### config.mk
export PLATFORM = sky130hd
export DESIGN_NAME = lii_output_port_flat
export DESIGN_NICKNAME = d
export VERILOG_FILES = /design/src/rtl/lii_router_pkg.sv /design/src/rtl/lii_output_port_if.sv /design/src/rtl/lii_skid_buffer.sv /design/src/rtl/lii_output_port.sv /design/src/flat_wrapper.sv
export SDC_FILE = /design/constraint.sdc
export NUM_CORES = 1
export LEC_CHECK = 0
export CAP_MARGIN = 30
export CORE_MARGIN = 5
export CORE_UTILIZATION = 30
export DETAILED_ROUTE_END_ITERATION = 8
export DONT_BUFFER_PORTS = 1
export GPL_TIMING_DRIVEN = 0
export PLACE_DENSITY_LB_ADDON = 0.05
export SYNTH_ARGS = -nofsm -noshare
export SYNTH_HDL_FRONTEND = slang
export SYNTH_SLANG_ARGS = --single-unit
export TNS_END_PERCENT = 20
### constraint.sdc
create_clock -name clk -period 4.7 [get_ports clk]
set_clock_uncertainty 0.1 [all_clocks]
set_input_delay 1.41 -clock clk [delete_from_list [all_inputs] [get_ports clk]]
set_output_delay 1.41 -clock clk [all_outputs]
set_load 0.05 [all_outputs]
### src/rtl/lii_router_pkg.sv
// Shared router definitions: default sizing and output-port FSM encodings.
package lii_router_pkg;

  localparam int LII_N  = 4;
  localparam int LII_DW = 32;

  typedef enum logic {
    ST_IDLE   = 1'b0,
    ST_LOCKED = 1'b1
  } lii_state_e;

endpackage

### src/rtl/lii_output_port_if.sv
// Output-port link bundle: per-input flit streams, arbiter handshake and the output link.
interface lii_output_port_if
  import lii_router_pkg::*;
#(
  parameter int N  = LII_N,
  parameter int DW = LII_DW
) ();

  logic [N-1:0]    in_valid;
  logic [N*DW-1:0] in_data;
  logic [N-1:0]    in_last;
  logic [N-1:0]    in_ready;
  logic [N-1:0]    arb_req;
  logic [N-1:0]    arb_gnt;
  logic            arb_gnt_v;
  logic            arb_accept;
  logic            out_valid;
  logic [DW-1:0]   out_data;
  logic            out_last;
  logic            out_ready;

  // port side
  modport master (
    input  in_valid, in_data, in_last, arb_gnt, arb_gnt_v, out_ready,
    output in_ready, arb_req, arb_accept, out_valid, out_data, out_last
  );

  // upstream sources, arbiter and downstream sink
  modport slave (
    output in_valid, in_data, in_last, arb_gnt, arb_gnt_v, out_ready,
    input  in_ready, arb_req, arb_accept, out_valid, out_data, out_last
  );

endinterface

### src/rtl/lii_skid_buffer.sv
// Two-entry valid/ready buffer with registered outputs; in_ready never depends
// combinationally on out_ready.
module lii_skid_buffer
  import lii_router_pkg::*;
#(
  parameter int W = LII_DW + 1
) (
  input  logic         clk,
  input  logic         rstn,
  input  logic         in_valid,
  input  logic [W-1:0] in_data,
  output logic         in_ready,
  output logic         out_valid,
  output logic [W-1:0] out_data,
  input  logic         out_ready
);

  logic [1:0]   count;
  logic [1:0]   count_nxt;
  logic [W-1:0] head_q;
  logic [W-1:0] tail_q;
  logic         push;
  logic         pop;

  assign push     = in_valid & in_ready;
  assign pop      = out_valid & out_ready;
  assign out_data = head_q;

  always_comb begin
    count_nxt = count;
    case ({push, pop})
      2'b10:   count_nxt = count + 2'd1;
      2'b01:   count_nxt = count - 2'd1;
      default: count_nxt = count;
    endcase
  end

  // head_q is always the oldest entry; tail_q only holds data while two are stored
  always_ff @(posedge clk or negedge rstn) begin
    if (!rstn) begin
      count     <= 2'd0;
      head_q    <= '0;
      tail_q    <= '0;
      out_valid <= 1'b0;
      in_ready  <= 1'b1;
    end else begin
      count     <= count_nxt;
      out_valid <= (count_nxt != 2'd0);
      in_ready  <= (count_nxt != 2'd2);
      if (push) begin
        if (count == 2'd0 || (count == 2'd1 && pop)) head_q <= in_data;
        else                                         tail_q <= in_data;
      end else if (pop && count == 2'd2) begin
        head_q <= tail_q;
      end
    end
  end

endmodule

### src/rtl/lii_output_port.sv
// Router output stage: wormhole lock onto the granted input, one-hot data mux,
// and a two-entry skid buffer toward the output link.
//   state     | meaning
//   ST_IDLE   | forward in_valid as requests, latch the grant into owner
//   ST_LOCKED | stream owner's flits until its last flit transfers
module lii_output_port
  import lii_router_pkg::*;
#(
  parameter int N  = LII_N,
  parameter int DW = LII_DW
) (
  input logic               clk,
  input logic               rstn,
  lii_output_port_if.master bus
);

  lii_state_e    state;
  logic [N-1:0]  owner;
  logic [DW-1:0] sel_data;
  logic          sel_last;
  logic          fire;
  logic          buf_in_ready;
  logic          buf_out_valid;
  logic [DW:0]   buf_out_data;

  always_comb begin
    sel_data = '0;
    sel_last = 1'b0;
    for (int i = 0; i < N; i++) begin
      sel_data = sel_data | (bus.in_data[i*DW +: DW] & {DW{owner[i]}});
      sel_last = sel_last | (bus.in_last[i] & owner[i]);
    end
  end

  // holding arb_req at owner keeps the arbiter's grant stable for the whole packet
  assign bus.arb_req    = (state == ST_LOCKED) ? owner : bus.in_valid;
  assign bus.in_ready   = (state == ST_LOCKED) ? (owner & {N{buf_in_ready}}) : '0;
  assign fire           = |(bus.in_valid & bus.in_ready);
  assign bus.arb_accept = fire & sel_last;

  always_ff @(posedge clk or negedge rstn) begin
    if (!rstn) begin
      state <= ST_IDLE;
      owner <= '0;
    end else begin
      case (state)
        ST_IDLE: begin
          if (bus.arb_gnt_v) begin
            owner <= bus.arb_gnt;
            state <= ST_LOCKED;
          end
        end
        ST_LOCKED: begin
          if (bus.arb_accept) state <= ST_IDLE;
        end
        default: state <= ST_IDLE;
      endcase
    end
  end

  lii_skid_buffer #(.W(DW + 1)) u_skid (
    .clk       (clk),
    .rstn      (rstn),
    .in_valid  (fire),
    .in_data   ({sel_last, sel_data}),
    .in_ready  (buf_in_ready),
    .out_valid (buf_out_valid),
    .out_data  (buf_out_data),
    .out_ready (bus.out_ready)
  );

  assign bus.out_valid = buf_out_valid;
  assign bus.out_data  = buf_out_data[DW-1:0];
  assign bus.out_last  = buf_out_data[DW];

endmodule
### src/flat_wrapper.sv
// flat-port wrapper written by rule: the top's interface ports become plain ports
module lii_output_port_flat import lii_router_pkg::*;
#(
  parameter int N  = LII_N,
  parameter int DW = LII_DW
)
  (clk, rstn, bus_in_valid, bus_in_data, bus_in_last, bus_arb_gnt, bus_arb_gnt_v, bus_out_ready, bus_in_ready, bus_arb_req, bus_arb_accept, bus_out_valid, bus_out_data, bus_out_last);
  lii_output_port_if #(.N(N), .DW(DW)) bus_i ();
  input logic clk;
  input logic rstn;
  input wire logic [$bits(bus_i.in_valid)-1:0] bus_in_valid;
  input wire logic [$bits(bus_i.in_data)-1:0] bus_in_data;
  input wire logic [$bits(bus_i.in_last)-1:0] bus_in_last;
  input wire logic [$bits(bus_i.arb_gnt)-1:0] bus_arb_gnt;
  input wire logic [$bits(bus_i.arb_gnt_v)-1:0] bus_arb_gnt_v;
  input wire logic [$bits(bus_i.out_ready)-1:0] bus_out_ready;
  output wire logic [$bits(bus_i.in_ready)-1:0] bus_in_ready;
  output wire logic [$bits(bus_i.arb_req)-1:0] bus_arb_req;
  output wire logic [$bits(bus_i.arb_accept)-1:0] bus_arb_accept;
  output wire logic [$bits(bus_i.out_valid)-1:0] bus_out_valid;
  output wire logic [$bits(bus_i.out_data)-1:0] bus_out_data;
  output wire logic [$bits(bus_i.out_last)-1:0] bus_out_last;
  assign bus_i.in_valid = bus_in_valid;
  assign bus_i.in_data = bus_in_data;
  assign bus_i.in_last = bus_in_last;
  assign bus_i.arb_gnt = bus_arb_gnt;
  assign bus_i.arb_gnt_v = bus_arb_gnt_v;
  assign bus_i.out_ready = bus_out_ready;
  assign bus_in_ready = bus_i.in_ready;
  assign bus_arb_req = bus_i.arb_req;
  assign bus_arb_accept = bus_i.arb_accept;
  assign bus_out_valid = bus_i.out_valid;
  assign bus_out_data = bus_i.out_data;
  assign bus_out_last = bus_i.out_last;
  lii_output_port #(.N(N), .DW(DW)) u_core (.clk(clk), .rstn(rstn), .bus(bus_i));
endmodule
==> results of run 1 <==
==> stage by stage <==
stage	setup WS (ns)	hold slack, ns
after floorplan	0.7421	0.3946
after global placement	0.5699	0.4089
after detailed placement	0.7102	0.4199
after CTS	0.7042	0.4314
after global routing	0.6144	0.4469
final	0.7404	0.4266
==> logic make-up (layout without fill, tap and decap cells) <==
logic type | count (synthesis) | count (layout) | share of synthesized area
AOI/OAI and AO/OA | 142 | 142 | 0.3226
adders and majority gates | 5 | 5 | 0.01628
buffers and inverters | 38 | 56 | 0.05762
DFF | 75 | 75 | 0.4886
muxes | 9 | 9 | 0.02604
and+or+nand+nor | 83 | 83 | 0.08887
==> worst max path at each step <==
| stage | endpoint | cells after the start | startpoint | slack [ns] |
|---|---|---|---|---|
| after floorplan | bus_arb_accept | 4 | bus_in_valid[2] | 0.74 |
| after global placement | bus_arb_accept | 4 | bus_in_valid[2] | 0.57 |
| after detailed placement | bus_arb_accept | 4 | bus_in_last[0] | 0.71 |
| after CTS | bus_arb_accept | 4 | bus_in_last[0] | 0.70 |
| after global routing | bus_arb_accept | 4 | bus_in_last[0] | 0.61 |
| final | bus_arb_accept | 4 | bus_in_last[0] | 0.74 |
==> where the power goes <==
group          switching [mW]  internal (mW)
clock network           0.267          0.423
logic                    1.09          0.666
registers               0.566          0.918
==> routing by layer <==
metal,GRT usage,part of all wire
met1,0.2193,0.45
met3,0.05581,0.073
met2,0.2603,0.47
met5,0,0
met4,0.04291,0.010
==> cells in the mapped netlist, types with 4 or more instances <==
cell type and count:
o221a_1 30, buf_4 4, clkbuf_1 13, and3_1 4
ha_1 5, dfrtp_1 74, a21oi_1 34, buf_6 7
buf_2 9, nand2_1 38, mux2_2 8, a22o_1 33
inv_1 4, nor2_1 37, a221oi_1 33
==> critical path, stage by stage <==
cell and delay (ns):
a22o_1 0.20, a221oi_1 0.49, nor2_1 0.12, buf_4 0.22
==> registers in the layout (all words and copies together) (netlist names) <==
name / count
u_core.u_skid.out_data: 33
u_core.u_skid.tail_q: 33
u_core.owner: 4
u_core.u_skid.count: 2
u_core.state: 1
u_core.u_skid.in_ready: 1
u_core.u_skid.out_valid: 1
==> final cells by class <==
| cell class | instances | area [um2] | area share |
|---|---|---|---|
| sequential | 75 | 1878 | 0.4302 |
| multi-input combinational | 239 | 1744 | 0.3995 |
| clock buffer | 11 | 242.7 | 0.05560 |
| tap | 172 | 215.2 | 0.04930 |
| buffer | 33 | 202.7 | 0.04643 |
| clock inverter | 5 | 52.55 | 0.01204 |
| inverter | 5 | 18.77 | 0.004299 |
| timing repair buffer | 2 | 11.26 | 0.002580 |
==> run summary, run 1 <==
placed cells: 526
most common cell after layout, fill and taps aside: dfrtp_1
top cells by area, synth: dfrtp_1, o221a_1, a221oi_1
kind of critical path: input pin to output port
final setup violation count: 0
H-tree levels: 3
FF-to-FF Start: u_core.u_skid.out_valid
syn nets: 501
Max Cap Viol: 0
Startpoint Class: input pin
critical path arrival: 2.45 ns
initial antenna violation count: 0
routed via count: 3,042
HP Class: register to register
Tmin final: 3.960 ns
most frequent cells in the layout: dfrtp_1, nand2_1, nor2_1, a21oi_1
Root Driver: clkbuf_16
largest fanout on the critical path: 3
layout cells sized above 1: 0.1541
Hold Path End: u_core.u_skid.tail_q[31]
area share of the largest cell type after synthesis: 0.4818
worst skew pair latency: 0.33 ns
Final Util: 0.3473
fill count: 1,304
final WL: 12,530 um
status: completed
DP HPWL: 9240 um
first-pass GRT wire length: 18,680 um
cells after synthesis: 352
core box area: 12,570 um2
pin count of the biggest net entering global routing: 76
Starting DRT DRC Count: 263
EDFF count, synth: 0
Setup TNS Final: 0 ns
area growth from synthesis to layout: 13.57%
Fin. Hold Viols: 0
R2R depth: 5
Seq/Total Area, Yosys: 0.4886
Tightest Pin Transition: 0.6128 ns
ys flop type: dfrtp_1
CTS sink count: 75
pwr dens: 899.8 nW/um2
Rows: 41
Worst-path clk slew: 0.06 ns
Max-slew headroom: 0.5907
Max VDD drop: 242.2 uV
Crit path required time: 3.19 ns
die height: 123.2 um
final instance area: 4365 um2
layout net count: 514
Die Span X: 123.2 um
flop-to-flop setup slack: 2.43 ns
P_leak: 1.654 nW
Fmax: 252.6 MHz
Routed Antenna Nets: 0
unrepaired setup endpoints after global routing: no
Tot GR Track Use: 0.1655
Synth cell types: 31
R2R Path End: u_core.u_skid.out_data[32]
Warnings, synthesis: 0
WL per Instance: 23.11 um
post-CTS setup buffers: 0
hold wc startpoint: u_core.u_skid.tail_q[31]
fin crit share: 0.8425
Initial Utilization: 0.3058
Setup crit end kind: output port
fraction of registers with async set/reset: 1.000
via/cell ratio: 5.613
vias in the first global route: 3,143
TritonCTS clock tree: built
placed cell areas: 4070 um2
full die area: 15,180 um2
max-slew violations: 0
routability cong.: 0.7477
Syn Area/Cell: 10.92 um2
Num CTS Buffers: 9
CTS-repair resized insts: 0
Residual DRC: 0
total power: 3.928 mW
mapped cell area: 3844 um2
I/O pin cnt: 187
port bufs: 0
#FFs+latches synth: 75
hold_buf cts: 0
hold path depth: 2
fin cells: 542
gr ovfl total: 0
CTS Buffer Depth: 2
drt first pass iters: 4
dominant cell type by area after synthesis: dfrtp_1
ant diodes: 0
(Power assumes the default switching activity.)
==> run 2, diff against run 1 <==
clock period = 3.8 ns   (was 4.7 ns; I/O delays follow)
==> results of run 2 <==
Same layout as run 1 (identical final DEF). Status: completed.
Main changes from that run: setup slack after placement 0.7102 ns -> 0.3502 ns; setup slack after layout 0.7404 ns -> 0.3804 ns; hold slack 0.4266 ns -> 0.3987 ns; register-to-register setup slack 2.43 ns -> 1.53 ns; total power 3.928 mW -> 4.858 mW; worst IR drop on VDD 242.2 uV -> 299.6 uV
